==> config.mk <==
export PLATFORM = sky130hd
export DESIGN_NAME = dcache_miss_ctrl
export DESIGN_NICKNAME = d
export VERILOG_FILES = /design/src/rtl/dcache_miss_ctrl.sv
export SDC_FILE = /design/constraint.sdc
export NUM_CORES = 2
export LEC_CHECK = 0
export ABC_CLOCK_PERIOD_IN_PS = 3200
export CORE_AREA = 3 3 550 552
export CTS_CLUSTER_SIZE = 24
export DETAILED_ROUTE_END_ITERATION = 10
export DIE_AREA = 0 0 553 555
export PLACE_DENSITY = 0.39
export SLEW_MARGIN = 20
export SYNTH_ARGS = -nofsm -noshare
export SYNTH_HDL_FRONTEND = slang
export SYNTH_SLANG_ARGS = --single-unit
==> constraint.sdc <==
create_clock -name i_clk -period 3.2 [get_ports i_clk]
set_clock_uncertainty 0.15 [all_clocks]
set_input_delay 0.64 -clock i_clk [delete_from_list [all_inputs] [get_ports i_clk]]
set_output_delay 0.64 -clock i_clk [all_outputs]
set_load 0.01 [all_outputs]
==> src/rtl/dcache_miss_ctrl.sv <==
// Data-cache miss/refill controller: writes back a dirty victim, fetches the missing line over a beat-serial bus, commits it in one cycle.
// Optional miss/writeback event counters are enabled by defining DCACHE_MISS_CNT_EN.
module dcache_miss_ctrl #(
  parameter int ADDR_WIDTH  = 64,
  parameter int DATA_WIDTH  = 64,
  parameter int BLOCK_WIDTH = 512
) (
  input  logic                   i_clk,
  input  logic                   i_arst,
  input  logic                   i_mem_access,
  input  logic                   i_dcache_hit,
  input  logic                   i_dcache_dirty,
  input  logic [ADDR_WIDTH-1:0]  i_addr,
  input  logic [ADDR_WIDTH-1:0]  i_addr_wb,
  input  logic [BLOCK_WIDTH-1:0] i_victim_block,
  output logic                   o_stall,
  output logic                   o_block_we,
  output logic [BLOCK_WIDTH-1:0] o_data_block,
  output logic                   o_wr_req_valid,
  input  logic                   i_wr_req_ready,
  output logic [ADDR_WIDTH-1:0]  o_wr_addr,
  output logic                   o_wr_data_valid,
  input  logic                   i_wr_data_ready,
  output logic [DATA_WIDTH-1:0]  o_wr_data,
  output logic                   o_wr_last,
  input  logic                   i_wr_resp_valid,
  output logic                   o_rd_req_valid,
  input  logic                   i_rd_req_ready,
  output logic [ADDR_WIDTH-1:0]  o_rd_addr,
  input  logic                   i_rd_data_valid,
  input  logic [DATA_WIDTH-1:0]  i_rd_data
`ifdef DCACHE_MISS_CNT_EN
  ,
  output logic [31:0]            o_miss_count,
  output logic [31:0]            o_wb_count
`endif
);

  localparam int BEATS = BLOCK_WIDTH / DATA_WIDTH;
  localparam int OFFS  = $clog2(BLOCK_WIDTH / 8);
  localparam int CNTW  = $clog2(BEATS);
  localparam int DSH   = $clog2(DATA_WIDTH);
  localparam int SLOTW = $clog2(BLOCK_WIDTH);
  localparam logic [CNTW-1:0] LAST_BEAT = CNTW'(BEATS - 1);

  typedef enum logic [2:0] {
    IDLE,
    WB_ADDR,
    WB_DATA,
    WB_RESP,
    RF_ADDR,
    RF_DATA,
    RF_WRITE
  } state_t;

  state_t                 r_state;
  state_t                 w_next;
  logic [CNTW-1:0]        r_cnt;
  logic [ADDR_WIDTH-1:0]  r_wbAddr;
  logic [ADDR_WIDTH-1:0]  r_rfAddr;
  logic [BLOCK_WIDTH-1:0] r_victim;
  logic [BLOCK_WIDTH-1:0] r_refill;
  logic                   w_miss;
  logic [SLOTW-1:0]       w_slotBase;
  logic                   w_unused;

  assign w_miss     = i_mem_access & ~i_dcache_hit;
  assign w_slotBase = {r_cnt, {DSH{1'b0}}};
  assign w_unused   = ^{i_addr[OFFS-1:0], i_addr_wb[OFFS-1:0]};

  always_ff @(posedge i_clk) begin
    if (i_arst) r_state <= IDLE;
    else        r_state <= w_next;
  end

  always_comb begin
    w_next          = r_state;
    o_wr_req_valid  = 1'b0;
    o_wr_data_valid = 1'b0;
    o_wr_last       = 1'b0;
    o_rd_req_valid  = 1'b0;
    o_block_we      = 1'b0;
    case (r_state)
      IDLE: begin
        if (w_miss) w_next = i_dcache_dirty ? WB_ADDR : RF_ADDR;
      end
      WB_ADDR: begin
        o_wr_req_valid = 1'b1;
        if (i_wr_req_ready) w_next = WB_DATA;
      end
      WB_DATA: begin
        o_wr_data_valid = 1'b1;
        o_wr_last       = (r_cnt == LAST_BEAT);
        if (i_wr_data_ready && (r_cnt == LAST_BEAT)) w_next = WB_RESP;
      end
      WB_RESP: begin
        if (i_wr_resp_valid) w_next = RF_ADDR;
      end
      RF_ADDR: begin
        o_rd_req_valid = 1'b1;
        if (i_rd_req_ready) w_next = RF_DATA;
      end
      RF_DATA: begin
        if (i_rd_data_valid && (r_cnt == LAST_BEAT)) w_next = RF_WRITE;
      end
      RF_WRITE: begin
        o_block_we = 1'b1;
        w_next     = IDLE;
      end
      default: w_next = IDLE;
    endcase
  end

  // Miss is sampled only in IDLE; line addresses are latched with the block offset cleared
  always_ff @(posedge i_clk) begin
    if (i_arst) begin
      r_cnt    <= '0;
      r_wbAddr <= '0;
      r_rfAddr <= '0;
      r_victim <= '0;
      r_refill <= '0;
    end else begin
      case (r_state)
        IDLE: begin
          if (w_miss) begin
            r_rfAddr <= {i_addr[ADDR_WIDTH-1:OFFS], {OFFS{1'b0}}};
            if (i_dcache_dirty) begin
              r_wbAddr <= {i_addr_wb[ADDR_WIDTH-1:OFFS], {OFFS{1'b0}}};
              r_victim <= i_victim_block;
            end
          end
        end
        WB_ADDR: if (i_wr_req_ready) r_cnt <= '0;
        WB_DATA: if (i_wr_data_ready) r_cnt <= r_cnt + 1'b1;
        RF_ADDR: if (i_rd_req_ready) r_cnt <= '0;
        RF_DATA: begin
          if (i_rd_data_valid) begin
            r_refill[w_slotBase +: DATA_WIDTH] <= i_rd_data;
            r_cnt <= r_cnt + 1'b1;
          end
        end
        default: ;
      endcase
    end
  end

  assign o_stall      = (r_state != IDLE) | w_miss;
  assign o_wr_addr    = r_wbAddr;
  assign o_rd_addr    = r_rfAddr;
  assign o_wr_data    = r_victim[w_slotBase +: DATA_WIDTH];
  assign o_data_block = r_refill;

`ifdef DCACHE_MISS_CNT_EN
  logic [31:0] r_missCount;
  logic [31:0] r_wbCount;

  always_ff @(posedge i_clk) begin
    if (i_arst) begin
      r_missCount <= '0;
      r_wbCount   <= '0;
    end else if ((r_state == IDLE) && w_miss) begin
      if (r_missCount != '1) r_missCount <= r_missCount + 1'b1;
      if (i_dcache_dirty && (r_wbCount != '1)) r_wbCount <= r_wbCount + 1'b1;
    end
  end

  assign o_miss_count = r_missCount;
  assign o_wb_count   = r_wbCount;
`endif

endmodule

* Word level (Yosys, flattened, before mapping)
Index checks and enable logic that the tools add are counted.
Cells by class: $add $sub $neg 2, $mul 0, divide/modulo/power cells 0, order comparisons 0, eq/ne operators 15, shifts and indexed selects 3, muxes and demuxes 19, bitwise gates (word level) 3, reductions and logical operators 10
Operators by type and width (number):
- 512-bit bitwise mux | 1
- 64-bit by 11-bit variable shift with 512-bit output, first input constant | 1
- 512-bit by 10-bit variable part select with 64-bit output | 1
- 64-bit by 11-bit variable part select with 512-bit output | 1
- 3-bit 2-to-1 mux | 11
- 3-bit case mux with 6 select lines | 1
- 2-bit inequality test, second input constant | 8
- 3-bit equality test, second input constant | 4
- 3-bit case mux with 4 select lines | 1
- 9-bit negation with 11-bit output | 1
- 3-bit by 2-bit equality test with 1-bit output, second input constant | 2
- 6-bit AND reduction | 1
- 1-bit 2-to-1 mux | 5
- 5-bit AND reduction | 1
- 2-bit AND reduction | 2
- 4-bit nonzero test | 1
- 3-bit by 1-bit adder with 3-bit output, second input constant | 1
- 3-bit by 1-bit equality test with 1-bit output, second input constant | 1
- 3-bit zero test | 1
- 3-bit AND reduction | 1
- 3-bit nonzero test | 1
- 1-bit logical AND | 2
- 1-bit bitwise AND | 1
- 1-bit inverter | 1
- 1-bit OR | 1
Storage, ports and cells: bits in registers 1146, bits in latches 0, RAM bits 0, bits in read-only memories 0, bits of input ports 714, output and inout port bits 710, word-level logic and storage cells 58, memories 0

* Longest topological paths before layout
word-level depth 4, depth in mapped cells 13, gate-level depth less buffers 7

* Worst setup path before layout
OpenSTA, ideal clock, no wires.
path type reg-to-reg, start reg r_cnt[1], end reg r_refill[10] (netlist: o_data_block[10]), library setup time 132 ps, arrival time 2977 ps, data required time 2918 ps, path slack -59 ps, cell stages (with the launch flop) 13, path buffers 5, cell sequence dfxtp_1 > buf_2 > clkbuf_1 > clkbuf_1 > inv_1 > ha_1 > ha_1 > or4b_4 > or3_1 > buf_4 > buf_6 > nand2_1 > a21oi_1
Between the ends: word-level cells in the longest chain between the ends 3, elaborated cells between the ends (all ways) 4
Ends and longest elaborated chain:
- start: declaration | line 58 | logic [CNTW-1:0] r_cnt;
- start signal: assignment | line 134 | WB_DATA: if (i_wr_data_ready) r_cnt <= r_cnt + 1'b1;
- start signal: assignment | line 139 | r_cnt <= r_cnt + 1'b1;
- 9-bit negation with 11-bit output * | line 138 | r_refill[w_slotBase +: DATA_WIDTH] <= i_rd_data;
- 64-bit by 11-bit variable part select with 512-bit output or 64-bit by 11-bit variable shift with 512-bit output (tied branches) | line 138
- 512-bit bitwise mux * | line 138
- end signal: indexed assignment | line 138
- end: declaration | line 62 | logic [BLOCK_WIDTH-1:0] r_refill;
Every way passes the cells marked *; elsewhere a longest branch is shown, timed or not. A chain may end at the register's enable or synchronous reset.

* Worst setup path after layout
start reg r_cnt[0], end out o_wr_data[27]
Between the ends: word-level cells in the longest chain between the ends 1
Ends and longest elaborated chain:
- 512-bit by 10-bit variable part select with 64-bit output | line 150 | assign o_wr_data = r_victim[w_slotBase +: DATA_WIDTH];
- end: declaration | line 24 | output logic [DATA_WIDTH-1:0] o_wr_data,
Every way passes these cells.

==> flow_results.org <==
** Setup path
- Worst Reg-to-Reg Cells :: 12
- The critical path is of the reg -> out type.
- Endpoint type of the worst setup path :: output port
- Cell family with most CP delay :: buffers and inverters
- Worst path most repeated cell :: sky130_fd_sc_hd__buf_12
- Walking the worst path, the cells encountered are buf_12 > buf_12 > buf_12 > mux4_2 > nand2_4 > nand2_2 > buf_6.
- Across all register-to-register paths, the minimum setup slack is 0.13 ns.
- Worst Path Required :: 2.41 ns
- Endpoint of the most critical register-to-register path :: o_data_block[313]$_SDFFE_PP0P_
- In this run the worst setup path terminates at o_wr_data[27].
- Slowest cell on crit path :: sky130_fd_sc_hd__mux4_2
- Worst endpoint data arrival time :: about 2.6 ns
- The number of buffers and inverters on the critical path is 4.
- Worst Setup Start Kind :: register
- Tracing the worst setup path back leads to its startpoint at r_cnt[0]$_SDFFE_PP0P_.
- The critical path runs through a total of 7 cells.
- Longest individual stage delay on the worst path :: 0.58 ns
- The startpoint identified for the worst register-to-register timing path is r_cnt[0]$_SDFFE_PP0P_.
- CP Max Fanout :: 7

** CTS
- The tree is rooted in a sky130_fd_sc_hd__clkbuf_16.
- Clock latency on the worst-skew pair, taken at its later pin, is 0.79 ns.
- Number of buffers added by the clock tree synthesis step :: 151
- Sinks on Clock Net :: 1,146
- Max H-tree Level :: 4
- TritonCTS built the clock tree.
- Buffers inserted to repair hold after CTS numbered 0.
- Clock-pin slew was measured on the worst setup and hold paths at roughly 0.060 ns.
- No sink is reached through more buffers than the 4 on the longest clock path.

** Timing
- Timing would allow up to 0.292 GHz.
- Total negative setup slack :: -8.29 ns
- Final worst path period share :: 107%
- Slew Viols, Final :: 0
- The number of hold violations in the final report came to 0.
- Final worst hold slack :: 0.122 ns
- Setup repair after global routing missed its margin :: true
- Setup slack of the critical path after layout :: -0.221 ns
- Remaining max-slew budget at the tightest pin :: 46.3%
- For the pin with the worst max-slew slack, the measured transition is 0.805 ns.
- The smallest clock period supported by the final layout is computed as between 3 and 4 ns.
- Final number of setup-violating endpoints :: 64

** Pwr
- Total power divided by cell area :: 532 nW/um2
- Summed over all cells, the static leakage comes to ~0.024 uW.
- Pwr Total :: 38,700 uW
- Maximum vdd drop :: 0.394 mV

** GRT
- Across every metal layer, demand over resource in global routing totals 17.0%.
- Vias in the first global route :: 45,417
- Largest net degree at the start of global routing :: approximately 220
- The first global-routing pass estimated 371,000 um of wire.
- The number of antenna violations at the first check in global routing is 81.
- Global routing finished with a remaining overflow of 0.

** Job
- Max-cap violations :: 0

** Placement
- Buffers on Ports :: roughly 1,400
- Routability-driven placement finished with a final weighted congestion of 0.865.
- The HPWL after detailed placement is around 220,000 um.
- OpenSTA, run right after detailed placement, puts the worst setup slack at -0.126 ns.

** Status
- The final reports fail on setup timing.
- The flow ran to the end, but the final reports show violations.

** Die
- 1,424 I/O pins were placed.
- Number of cell rows :: 200
- Floorplan die area :: 307,000 um2
- From left edge to right edge, the die measures 553 um.
- The core region is 297,000 um2.
- Effective utilization at floorplan :: about 15%
- Vertical extent of the die :: 555 um

** Logic synthesis
- Averaged over all synthesized cells, the footprint is 8.05 um2.
- Syn Inst Count :: 5,691
- Number of warnings issued by yosys :: 0
- Post-synthesis async set-or-reset flop share :: 0%
- Number of distinct standard cells referenced by the synthesized netlist :: 42
- Predominant post-synthesis flop cell :: sky130_fd_sc_hd__dfxtp_1
- Sequential cell area fraction in the yosys report :: 50.1%
- The synthesized netlist occupies a cell area of 45,800 um2.
- Synthesis inferred 1,146 register bits.
- Number of flops mapped to enable cells by yosys :: 0

** Routing
- Remaining routing DRC violations :: 0
- The count of nets left with antenna violations once routing finished came out at 0.
- DR WL/cell :: 24.6 um
- Across all layers, the routed design uses 45,093 vias.
- The first detailed-routing pass ran for 7 iterations.
- In the routed layout, each cell is associated on average with a via count of 4.03.
- First-iteration detailed-routing DRC count :: around 2,600
- For this block, the routed nets add up to 275,000 um of wire.

** Layout
- Core utilization of the finished layout :: between 20% and 30%
- Final layout net count :: 7,849
- Leading cell type in the layout, fill and taps excluded :: sky130_fd_sc_hd__nand2_1
- Commonest cells after routing, fill and taps aside :: sky130_fd_sc_hd__nand2_1 (1,944), sky130_fd_sc_hd__clkdlybuf4s50_1 (1,319), sky130_fd_sc_hd__dfxtp_1 (1,142)
- P&R area growth vs syn :: 58.8%
- Proportion of layout cells with a drive suffix above 1 :: 13.3%

** Min path
- In this run the worst hold path is classified as in -> reg.
- Number of instances on the worst hold path :: 2
[state kept, by name, summed over array words and instances, names as in the netlist]
name / cells
o_wr_addr: 58
r_victim: 512
r_state: 3
r_cnt: 3
o_data_block: 512
o_rd_addr: 58
[worst min path at each step]
stage | startpoint | end
CTS | i_arst | o_rd_addr[7]$_SDFFE_PP0P_
global route | i_arst | o_rd_addr[7]$_SDFFE_PP0P_
detailed placement | r_victim[428]$_SDFFE_PP0P_ | r_victim[428]$_SDFFE_PP0P_
finish | i_arst | o_rd_addr[7]$_SDFFE_PP0P_
floorplan | r_victim[128]$_SDFFE_PP0P_ | r_victim[128]$_SDFFE_PP0P_
global placement | r_victim[473]$_SDFFE_PP0P_ | r_victim[473]$_SDFFE_PP0P_
[kinds of logic after synthesis]
logic type | synth area share [%]
and+or+nand+nor | 25.6
other | 0.00819
muxes | 6.39
buffers and inverters | 5.05
DFF | 50.1
adders and majority gates | 0.219
AOI/OAI and AO/OA | 12.6
[final cells by class]
cell class                      instances  area, um2
Fill cell                           32630     225000
Sequential cell                      1146      23000
Multi-Input combinational cell       4082      21400
Timing Repair Buffer                 1738      18400
Tap cell                             3939       4930
Clock buffer                          221       4470
Clock inverter                         41        519
Antenna cell                           15       37.5
Inverter                                8       35.0
[cell usage after synthesis (2+ instances only)]
cell type	number	area share (%)
sky130_fd_sc_hd__nor2b_1	4	0.055
sky130_fd_sc_hd__or3b_2	3	0.057
sky130_fd_sc_hd__nand2_1	2095	17
sky130_fd_sc_hd__ha_1	8	0.22
sky130_fd_sc_hd__nor3_1	6	0.066
sky130_fd_sc_hd__nor2_1	193	1.6
sky130_fd_sc_hd__o21ai_0	386	4.2
sky130_fd_sc_hd__and3_1	3	0.041
sky130_fd_sc_hd__or4_1	2	0.033
sky130_fd_sc_hd__buf_1	17	0.14
sky130_fd_sc_hd__dfxtp_1	1146	50
sky130_fd_sc_hd__inv_1	8	0.066
sky130_fd_sc_hd__a21oi_1	757	8.3
sky130_fd_sc_hd__buf_2	88	0.96
sky130_fd_sc_hd__nor3b_1	5	0.082
sky130_fd_sc_hd__nand2b_1	452	6.2
sky130_fd_sc_hd__o22ai_1	2	0.027
sky130_fd_sc_hd__mux2i_1	3	0.066
sky130_fd_sc_hd__nand3b_1	3	0.049
sky130_fd_sc_hd__nor4_1	3	0.041
sky130_fd_sc_hd__buf_6	48	1.2
sky130_fd_sc_hd__mux4_2	128	6.3
sky130_fd_sc_hd__clkbuf_1	296	2.4
sky130_fd_sc_hd__buf_4	17	0.28
[per-stage QoR]
stage               cells  instance area, um2
finish              11190               72700
global route        11177               72700
CTS                 11150               72200
detailed placement  10836               65600
global placement    10836               65600
floorplan            5702               45800
[repair_timing]
item,CTS,global route
resized for setup,429,79
endpoints found under the setup margin,71,215
gates cloned,3,5
pin swaps,32,27
hold endpoints to repair,0,0
setup buffers,52,25
[report_power, final]
part | switching, uW | internal, uW | total (uW) | leakage [uW]
sequential | 405 | 15000 | 15400 | 0.00927
combinational | 3150 | 2810 | 5960 | 0.0126
clock | 6950 | 10400 | 17400 | 0.00245
total | 10500 | 28200 | 38700 | 0.0243
[routing by layer]
layer,GRT usage (%),routed length (um),vias up
li1,-,-,21387
met1,18.6,105000,21695
met2,31.3,141000,1529
met3,4.66,18400,410
met4,5.88,11100,72
met5,0,474,-
Note: power is estimated with default switching activity, not from simulation.
